**config.mk**
```make
export PLATFORM = sky130hd
export DESIGN_NAME = master_out_port
export DESIGN_NICKNAME = d
export VERILOG_FILES = /design/src/rtl/bus_pkg.sv /design/src/rtl/piso_shift.sv /design/src/rtl/master_out_port.sv
export SDC_FILE = /design/constraint.sdc
export NUM_CORES = 1
export LEC_CHECK = 0
export ABC_AREA = 0
export BUFFER_PORTS_ARGS = -buffer_cell sky130_fd_sc_hd__buf_2
export CORE_ASPECT_RATIO = 0.75
export CORE_UTILIZATION = 45
export DETAILED_ROUTE_END_ITERATION = 6
export PLACE_DENSITY = 0.67
export RECOVER_POWER = 100
export SETUP_SLACK_MARGIN = 0.02
export SKIP_LAST_GASP = 1
export SLEW_MARGIN = 10
export SYNTH_ARGS = -nofsm -noshare
export SYNTH_HDL_FRONTEND = slang
export SYNTH_HIERARCHICAL = 1
export SYNTH_SLANG_ARGS = --single-unit
```
**constraint.sdc**
```tcl
create_clock -name clk -period 2.7 [get_ports clk]
set_input_delay 0.675 -clock clk [delete_from_list [all_inputs] [get_ports clk]]
set_output_delay 0.675 -clock clk [all_outputs]
set_load 0.01 [all_outputs]
```
**src/rtl/bus_pkg.sv**
```systemverilog
// Bus-wide defaults and the transfer state encoding shared by master and slave ports.
package bus_pkg;

    localparam int ADDR_WIDTH_DEF = 12;
    localparam int DATA_WIDTH_DEF = 8;

    typedef enum logic [1:0] {
        ST_IDLE = 2'd0,
        ST_REQ  = 2'd1,
        ST_SEND = 2'd2,
        ST_DONE = 2'd3
    } bus_state_t;

endpackage

```
**src/rtl/piso_shift.sv**
```systemverilog
// Parallel-in serial-out shifter, LSB first, zero-filled from the top.
// Load has priority over shift; output valid the cycle after load, no backpressure.
module piso_shift #(
    parameter int WIDTH = 8
) (
    input  logic             clk,
    input  logic             reset,
    input  logic             load,
    input  logic             shift,
    input  logic [WIDTH-1:0] par_in,
    output logic             ser_out
);

    logic [WIDTH-1:0] sr;

    always_ff @(posedge clk or posedge reset) begin
        if (reset) begin
            sr <= '0;
        end else if (load) begin
            sr <= par_in;
        end else if (shift) begin
            sr <= sr >> 1;
        end
    end

    assign ser_out = sr[0];

endmodule

```
**src/rtl/master_out_port.sv**
```systemverilog
// Serial bus master: offers a transfer, waits for slave_ready, then shifts address/data LSB first.
// Latency: >=1 REQ cycle, ADDR_WIDTH SEND cycles, 1 DONE cycle; stalls in REQ until slave_ready or timeout.
module master_out_port
    import bus_pkg::*;
#(
    parameter int ADDR_WIDTH = ADDR_WIDTH_DEF,
    parameter int DATA_WIDTH = DATA_WIDTH_DEF,
    parameter int TIMEOUT    = 15
) (
    input  logic                  clk,
    input  logic                  reset,
    input  logic                  start,
    input  logic                  wr,
    input  logic [ADDR_WIDTH-1:0] addr_in,
    input  logic [DATA_WIDTH-1:0] data_in,
    input  logic                  slave_ready,
    output logic                  master_valid,
    output logic                  tx_address,
    output logic                  tx_data,
    output logic                  busy,
    output logic                  tx_done,
    output logic                  tx_error
);

    localparam int CW = (ADDR_WIDTH > 1) ? $clog2(ADDR_WIDTH) : 1;
    localparam int WW = (TIMEOUT > 1) ? $clog2(TIMEOUT) : 1;
    localparam logic [CW-1:0] BIT_LAST  = CW'(ADDR_WIDTH - 1);
    localparam logic [WW-1:0] WAIT_LAST = WW'((TIMEOUT > 0) ? TIMEOUT - 1 : 0);

    bus_state_t    state;
    logic [CW-1:0] bit_cnt;
    logic [WW-1:0] wait_cnt;
    logic          wr_q;
    logic          load;
    logic          shift;
    logic          addr_ser;
    logic          data_ser;

    assign load  = (state == ST_IDLE) && start;
    assign shift = (state == ST_SEND);

    always_ff @(posedge clk or posedge reset) begin
        if (reset) begin
            state    <= ST_IDLE;
            bit_cnt  <= '0;
            wait_cnt <= '0;
            wr_q     <= 1'b0;
            tx_error <= 1'b0;
        end else begin
            tx_error <= 1'b0;
            case (state)
                ST_IDLE: begin
                    if (start) begin
                        state    <= ST_REQ;
                        wr_q     <= wr;
                        wait_cnt <= '0;
                    end
                end
                ST_REQ: begin
                    if (slave_ready) begin
                        state   <= ST_SEND;
                        bit_cnt <= '0;
                    end else if (TIMEOUT > 0 && wait_cnt == WAIT_LAST) begin
                        state    <= ST_IDLE;
                        tx_error <= 1'b1;
                    end else begin
                        wait_cnt <= wait_cnt + 1'b1;
                    end
                end
                ST_SEND: begin
                    // slave_ready is deliberately ignored here: a started transfer always completes
                    if (bit_cnt == BIT_LAST) begin
                        state <= ST_DONE;
                    end else begin
                        bit_cnt <= bit_cnt + 1'b1;
                    end
                end
                default: begin
                    state <= ST_IDLE;
                end
            endcase
        end
    end

    piso_shift #(.WIDTH(ADDR_WIDTH)) u_addr_sr (
        .clk     (clk),
        .reset   (reset),
        .load    (load),
        .shift   (shift),
        .par_in  (addr_in),
        .ser_out (addr_ser)
    );

    // Zero fill means data bits beyond DATA_WIDTH come out as 0 without extra gating.
    piso_shift #(.WIDTH(DATA_WIDTH)) u_data_sr (
        .clk     (clk),
        .reset   (reset),
        .load    (load),
        .shift   (shift),
        .par_in  (data_in),
        .ser_out (data_ser)
    );

    assign master_valid = (state == ST_REQ);
    assign busy         = (state != ST_IDLE);
    assign tx_done      = (state == ST_DONE);
    assign tx_address   = (state == ST_SEND) && addr_ser;
    assign tx_data      = (state == ST_SEND) && wr_q && data_ser;

endmodule

```
---- Word-level counts from Yosys, hierarchy flattened ----
Index checks and enable logic that the tools add are counted.
operators by class
  $add $sub $neg .......................... 2
  equality and inequality tests ........... 12
  mux-type cells .......................... 19
  reductions and logical operators ........ 13
operator list
  operator               number
  $mux W12               2
  $mux W4                5
  $mux W8                2
  $pmux W4 S2            2
  $ne A2 B2 Y1 const B   5
  $add A4 B1 Y4 const B  2
  $eq A4 B4 Y1 const B   2
  $mux W2                4
  $reduce_bool A2 Y1     4
  $pmux W2 S3            1
  $reduce_and A3 Y1      2
  $eq A2 B2 Y1 const B   2
  $logic_and A1 B1 Y1    4
  $reduce_and A4 Y1      1
  $mux W1                3
  $ne A3 B2 Y1 const B   1
  $eq A2 B1 Y1 const B   1
  $logic_not A2 Y1       1
  $ne A2 B1 Y1 const B   1
  $reduce_and A2 Y1      1
word-level totals
  bits in registers ....................... 32
  input bits .............................. 25
  output and inout port bits .............. 6
  word-level logic and storage cells ...... 53

---- Depth between registers and ports, before layout ----
Gate-level depths: netlist of run 1.
  depth in word-level cells ............... 4
  gate-level depth with buffers ........... 6
  gate-level depth less buffers ........... 5

---- Hierarchy ----
Netlist of run 1, hierarchy kept.
by module, submodules not included
  module                  times used  cells an instance  area each (sq um)
  master_out_port         1           70                 691.9
  piso_shift (u_addr_sr)  1           52                 550.5
  piso_shift (u_data_sr)  1           35                 372.9

---- Worst setup path before layout of run 1 ----
No wires, ideal clock.
  kind .................................... input-to-reg
  start ................................... in start
  end ..................................... reg wr_q
  library setup time ...................... 125 ps
  arrival ................................. 1595 ps
  slack ................................... 980 ps
  cell stages on the path ................. 2
  cell sequence ........................... nor3b_2 -> mux2_2
between the ends
  cells in the longest elaborated chain, start to end .. 1
RTL lines
  what                         RTL line               source
  start, declared              master_out_port.sv:12  input logic start,
  $reduce_and A2 Y1 (no line)  -
  end signal, assigned         master_out_port.sv:55  wr_q <= wr;
  end, declared                master_out_port.sv:33  logic wr_q;
Every way passes these cells.
A chain may end at the register's enable or synchronous reset.

---- Worst setup path after layout of run 1 ----
  start ................................... reg state[0]
  end ..................................... out tx_data
between the ends
  cells in the longest elaborated chain, start to end .. 3
RTL lines
  what                              RTL line                source
  start, declared                   master_out_port.sv:30   bus_state_t state;
  start signal, assigned            master_out_port.sv:44   state <= ST_IDLE;
  start signal, assigned            master_out_port.sv:54   state <= ST_REQ;
  start signal, assigned            master_out_port.sv:61   state <= ST_SEND;
  $eq A2 B2 Y1                      -
  net shift                         master_out_port.sv:35   logic shift;
  $logic_and A1 B1 Y1 (2 in a row)  master_out_port.sv:108  assign tx_data = (state == ST_SEND) && wr_q && data_ser;
  end, declared                     master_out_port.sv:19   output logic tx_data,
The timed path passes the listed nets, and every way through them passes these cells.

==> impl_metrics.toml, run 1 <==
[outcome]
outcome = "finished clean"

[setup_path]
cp_data_required_time_ns = 2.03
worstPathMaxFanout = 15
worstPathCellList = "nand2b_2 > clkinv_2 > and3_1 > clkbuf_1"
reg2reg_to = "u_data_sr/sr[5]$_DFFE_PP0P_"
crit_buf_inv = 2
cpPeakStageDelay_ns = 0.48
end_kind = "output pin"
reg2reg_depth = 5
worstReg2RegStart = "state[0]$_DFFE_PP0P_"
crit_slowest_cell = "dfrtp_1"
criticalPathCategory = "flip-flop to output pin"
reg2reg_slack_ns = 0.63
cp_top_family = "simple AND/OR/NAND/NOR gates"
worstPathArrival_ns = 1.67
start_kind = "flip-flop"

[synth]
synth_edf_count = 0
yosysSeqAreaShare_pct = 49.57
synth_area_sq_um = 1615
syn_inst = 157
ys_seq_elements = 32
async_flop_share_pct = 100.0
syn_avg_cell_area_sq_um = 10.29
synth-main-ff-cell = "dfrtp_1"
yosysUniqueCellTypes = 34
synth_nets = 185
yosysWarnings = 6

[cts]
cts_buffers = 5
tritoncts = "done"
ctsLongestPathBuffers = 2
cts_setup_buffers = 0
cts-htree-levels = 2
clockRootBuffer = "clkbuf_8"
clk_pin_slew_ns = 0.07
clk-insertion-delay-late_ns = 0.28
ctsHoldBuffers = 0
cts_resized = 0
cts_sinks = 32

[finish]
final_util_pct = 55.48
antennaDiodeCount = 0
area_growth_pct = 15.26
nNetsFinal = 218
drive_above_1_share_pct = 20.42
multi_input_area_sq_um = 719.4
seqCellArea_sq_um = 800.8
fillers = 316

[global_routing]
grtUsageTotal_pct = 17.96
antenna_found_initial = 0
grt_overflow = 0
grt_max_degree = 44
grt_pass1_vias = 1133
grt_first_pass_wirelength_mm = 5.043

[die]
core_sq_um = 3356
io_pins = 31
die_w_um = 71.18
initial_core_util_pct = 48.14
die_h_um = 53.89
die-area_sq_um = 3836
fp-row-count = 18

[sta]
setup_ws_ns = 0.3509
worstMarginPinSlew_ns = 0.6978
setup_violations = 0
fmax_mhz = 425.7
rsz0062_at_grt = "false"
min_period_ns = 2.349
final-hold-violation-count = 0
fin_crit_sh_pct = 87.00
relSlewSlack_pct = 53.48
whs_ns = 0.3371
fin_setup_tns_ns = 0
drv_slew = 0
fin_skew_ns = 0.008433

[power_and_ir_drop]
seqPwrFrac_pct = 42.8
cellPowerDensity_nw_per_um2 = 1053
p_leak_uw = 0.0008521
p_int_uw = 1267
clkPwrFrac_pct = 22.9
combPwrFrac_pct = 34.3
swShare_pct = 35.38
ir_worst_vdd_mv = 0.5415
power.switching_uw = 693.8

[placed_design]
port-buffer-count = 30
dp_hpwl_mm = 2.122
place_congestion = 0.7839
pre_cts_slack_ns = 0.5917

[drt]
first_pass_iters = 6
wl_met3_um = 119
wire_per_inst_um = 12.98
vias_per_cell = 5.316
dr_wl_met2_mm = 1.359
wl_mm = 2.998
first_iter_violations = 47
post-route-drc-count = 0
highest_layer = "met4"
ant_nets = 0
wl_met1_mm = 1.467
vias = 1228

[min_path]
hold_class = "input pin to asynchronous set/reset pin"

[job]
maxCapViolations = 0
==> worst max path at each step <==
stage                                     from          endpoint  slack (ns)  cells after the start
after floorplan                          start  wr_q$_DFFE_PP0P_        0.98                      2
after global placement    state[0]$_DFFE_PP0P_           tx_data        0.64                      4
after detailed placement  state[0]$_DFFE_PP0P_           tx_data        0.59                      4
after CTS                 state[0]$_DFFE_PP0P_           tx_data        0.28                      4
after global routing      state[0]$_DFFE_PP0P_           tx_data        0.23                      4
final                     state[0]$_DFFE_PP0P_           tx_data        0.35                      4
==> sequential cells by signal (all words and copies together) (netlist names) <==
register,cells
u_addr_sr/sr,12
u_data_sr/sr,8
bit_cnt,4
wait_cnt,4
state,2
tx_error,1
wr_q,1
==> metrics by stage <==
| stage | std cells | area [sq um] | power [uW] |
|---|---|---|---|
| after floorplan | 157 | 1615 | 1422 |
| after global placement | 223 | 1782 | 1543 |
| after detailed placement | 223 | 1782 | 1575 |
| after CTS | 231 | 1889 | 2034 |
| after global routing | 231 | 1862 | 2122 |
| final | 231 | 1862 | 1961 |
==> logic make-up after synthesis <==
family | share of synthesized area, %
flops | 49.57
simple gates | 15.49
buf+inv | 5.344
compound gates | 12.86
mux | 14.41
fa+ha+maj | 2.324
==> cell usage after synthesis, types with 2 or more instances <==
cell,n,area (sq um)
a21oi_1,2,10.01
and2_1,3,18.77
buf_2,2,10.01
buf_6,4,45.04
dfrtp_1,32,800.8
ha_1,3,37.54
inv_1,6,22.52
mux2_2,2,22.52
mux2i_1,21,210.2
nand2_1,24,90.09
nand2b_1,3,18.77
nand3_1,5,25.02
nand3b_1,2,15.01
nor2_1,5,18.77
nor3_1,3,15.01
o21ai_0,6,30.03
o21ai_1,15,75.07
o2bb2ai_1,3,26.28
==> cell type report <==
cell class | instances | area share [%]
Sequential cell | 32 | 43.01
Tap cell | 40 | 2.688
Multi-Input combinational cell | 111 | 38.64
Clock inverter | 2 | 1.882
Inverter | 8 | 1.680
Timing Repair Buffer | 32 | 8.199
Clock buffer | 6 | 3.898
==> layer usage <==
layer / track usage [%] / vias to the layer above
met5: 0 / -
met4: 9.000 / 0
met3: 4.494 / 7
met2: 28.73 / 28
met1: 23.19 / 581
li1: - / 612
==> power by group through the flow <==
| stage | Clock, uW | Sequential, uW | Combinational, uW |
|---|---|---|---|
| after floorplan | 0 | 794 | 627 |
| after global placement | 0 | 843 | 701 |
| after detailed placement | 0 | 850 | 726 |
| after CTS | 462 | 844 | 728 |
| after global routing | 481 | 868 | 773 |
| final | 449 | 839 | 673 |
==> cell usage in the layout, fill, tap and decap left out, types with 5 or more instances in the layout <==
cell type	n
buf_2	25
clkbuf_1	7
clkbuf_8	5
dfrtp_1	32
inv_1	7
mux2i_1	21
nand2_1	24
nand3_1	5
nor2_1	5
o21ai_0	20
No activity file was read; power rests on OpenSTA's default activity.
==> inputs of run 2 (changes only) <==
--- a/config.mk
+++ b/config.mk
@@ -9,6 +9,7 @@
 export BUFFER_PORTS_ARGS = -buffer_cell sky130_fd_sc_hd__buf_2
 export CORE_ASPECT_RATIO = 0.75
 export CORE_UTILIZATION = 45
+export CTS_CLUSTER_SIZE = 20
 export DETAILED_ROUTE_END_ITERATION = 6
 export PLACE_DENSITY = 0.67
 export RECOVER_POWER = 100
==> constraint.sdc (replaced) <==
create_clock -name clk -period 2.7 [get_ports clk]
set_input_delay 0.135 -clock clk [delete_from_list [all_inputs] [get_ports clk]]
set_output_delay 0.135 -clock clk [all_outputs]
set_load 0.01 [all_outputs]
==> impl_metrics.toml, run 2 (synthesized netlist as in run 1, its figures left out) <==
[die]
die_w_um = 71.18
io_pins = 31
die-area_sq_um = 3836
initial_core_util_pct = 48.14
fp-row-count = 18
die_h_um = 53.89
core_sq_um = 3356

[placed_design]
dp_hpwl_mm = 2.207
port-buffer-count = 30
place_congestion = 0.8301

[finish]
biggestRegsByFlops = "u_addr_sr/sr: 12 flops, u_data_sr/sr: 8 flops"
antennaDiodeCount = 0
final_common_cell = "dfrtp_1"
final_util_pct = 55.74
nNetsFinal = 219
largest_register_ffs = 12
final_cell_mix = "dfrtp_1, nand2_1, buf_2"
top_register = "u_addr_sr/sr"
area_growth_pct = 15.80
drive_above_1_share_pct = 19.27

[power_and_ir_drop]
clkPwrFrac_pct = 22.7
ir_worst_vdd_mv = 0.5538
p_leak_uw = 0.0008531
combPwrFrac_pct = 34.5
swShare_pct = 35.60
power.switching_uw = 700.5
p_int_uw = 1267
seqPwrFrac_pct = 42.8
total_power_uw = 1968
cellPowerDensity_nw_per_um2 = 1052

[cts]
cts_sinks = 32
cts_resized = 0
ctsLongestPathBuffers = 2
clockRootBuffer = "clkbuf_8"
cts-htree-levels = 2
cts_setup_buffers = 0
clk-insertion-delay-late_ns = 0.28
clk_pin_slew_ns = 0.07
cts_buffers = 5
tritoncts = "done"
ctsHoldBuffers = 1

[sta]
relSlewSlack_pct = 52.76
drv_slew = 0
setup_violations = 0
min_period_ns = 2.100
fmax_mhz = 476.2
fin_setup_tns_ns = 0
fin_skew_ns = 0.007771
rsz0062_at_grt = "false"
fin_crit_sh_pct = 77.78
final-hold-violation-count = 0
worstMarginPinSlew_ns = 0.7086

[setup_path]
worstPathMaxFanout = 25
worstPathArrival_ns = 1.96
cpPeakStageDelay_ns = 0.49
crit_buf_inv = 2
worstPathCellList = "nand2b_1 > clkinv_2 > and3_1 > clkbuf_1"
start_kind = "flip-flop"
cp_top_family = "simple AND/OR/NAND/NOR gates"
crit_slowest_cell = "dfrtp_1"
criticalPathCategory = "flip-flop to output pin"
cp_data_required_time_ns = 2.57
end_kind = "output pin"

[drt]
vias_per_cell = 5.228
wl_mm = 3.075
first_iter_violations = 71
wire_per_inst_um = 13.25
vias = 1213
post-route-drc-count = 0
ant_nets = 0
first_pass_iters = 6

[global_routing]
antenna_found_initial = 0
grt_overflow = 0
grt_first_pass_wirelength_mm = 4.968
grtUsageTotal_pct = 17.75
grt_pass1_vias = 1134
grt_max_degree = 26

[outcome]
outcome = "finished clean"

[min_path]
hold_class = "input pin to flip-flop"

[job]
maxCapViolations = 0
==> run 2: final cells by class <==
type / instances / area (sq um)
well taps: 40 / 50.05
multi-input cells: 111 / 716.9
clock buffers: 6 / 72.57
fillers: 313 / 1485
flip-flops and latches: 32 / 800.8
inverters: 8 / 31.28
clock inverters: 2 / 35.03
repair buffers: 33 / 163.9
==> run 2: final timing paths <==
path,startpoint,endpoint,slack (ns),cells after the start
min,addr_in[8],u_addr_sr/sr[8]$_DFFE_PP0P_,0.06,3
max in group asynchronous,reset,u_addr_sr/sr[4]$_DFFE_PP0P_,1.95,3
min in group asynchronous,reset,u_data_sr/sr[1]$_DFFE_PP0P_,0.36,3
max,state[0]$_DFFE_PP0P_,tx_data,0.60,4
min reg2reg,wr_q$_DFFE_PP0P_,wr_q$_DFFE_PP0P_,0.50,1
max reg2reg,state[0]$_DFFE_PP0P_,wr_q$_DFFE_PP0P_,0.76,3
==> run 2: through the flow <==
| step | hold WS [ns] | instance area (sq um) | setup slack [ns] | instances |
|---|---|---|---|---|
| after floorplan | -0.04934 | 1615 | 1.154 | 157 |
| after global placement | 0.1108 | 1782 | 0.9626 | 223 |
| after detailed placement | 0.1204 | 1782 | 0.9203 | 223 |
| after CTS | 0.04887 | 1899 | 0.6028 | 232 |
| after global routing | 0.06168 | 1871 | 0.4743 | 232 |
| final | 0.05609 | 1871 | 0.6000 | 232 |
==> run 2: power by group through the flow <==
| stage | Sequential (uW) | Clock, uW | Combinational [uW] |
|---|---|---|---|
| 2_1_floorplan | 794 | 0 | 627 |
| 3_3_place_gp | 843 | 0 | 698 |
| 3_5_place_dp | 855 | 0 | 727 |
| 4_1_cts | 848 | 459 | 732 |
| 5_1_grt | 866 | 477 | 766 |
| 6_report | 843 | 447 | 678 |
==> run 2: worst reg2reg max path: cells and delay by family, from the launching register on <==
family | cells | cell delay (ns)
simple gates | 1 | 0.37
buf+inv | 1 | 0.59
flops | 1 | 0.47
mux | 1 | 0.41
==> run 2: metal layers <==
layer	wire (um)	share of wire [%]	track usage (%)	up-vias
li1	-	-	-	610
met1	1492	49	21.73	578
met2	1463	48	28.89	23
met3	103	3.3	7.116	2
met4	17	0.55	6.333	0
met5	0	0	0	-
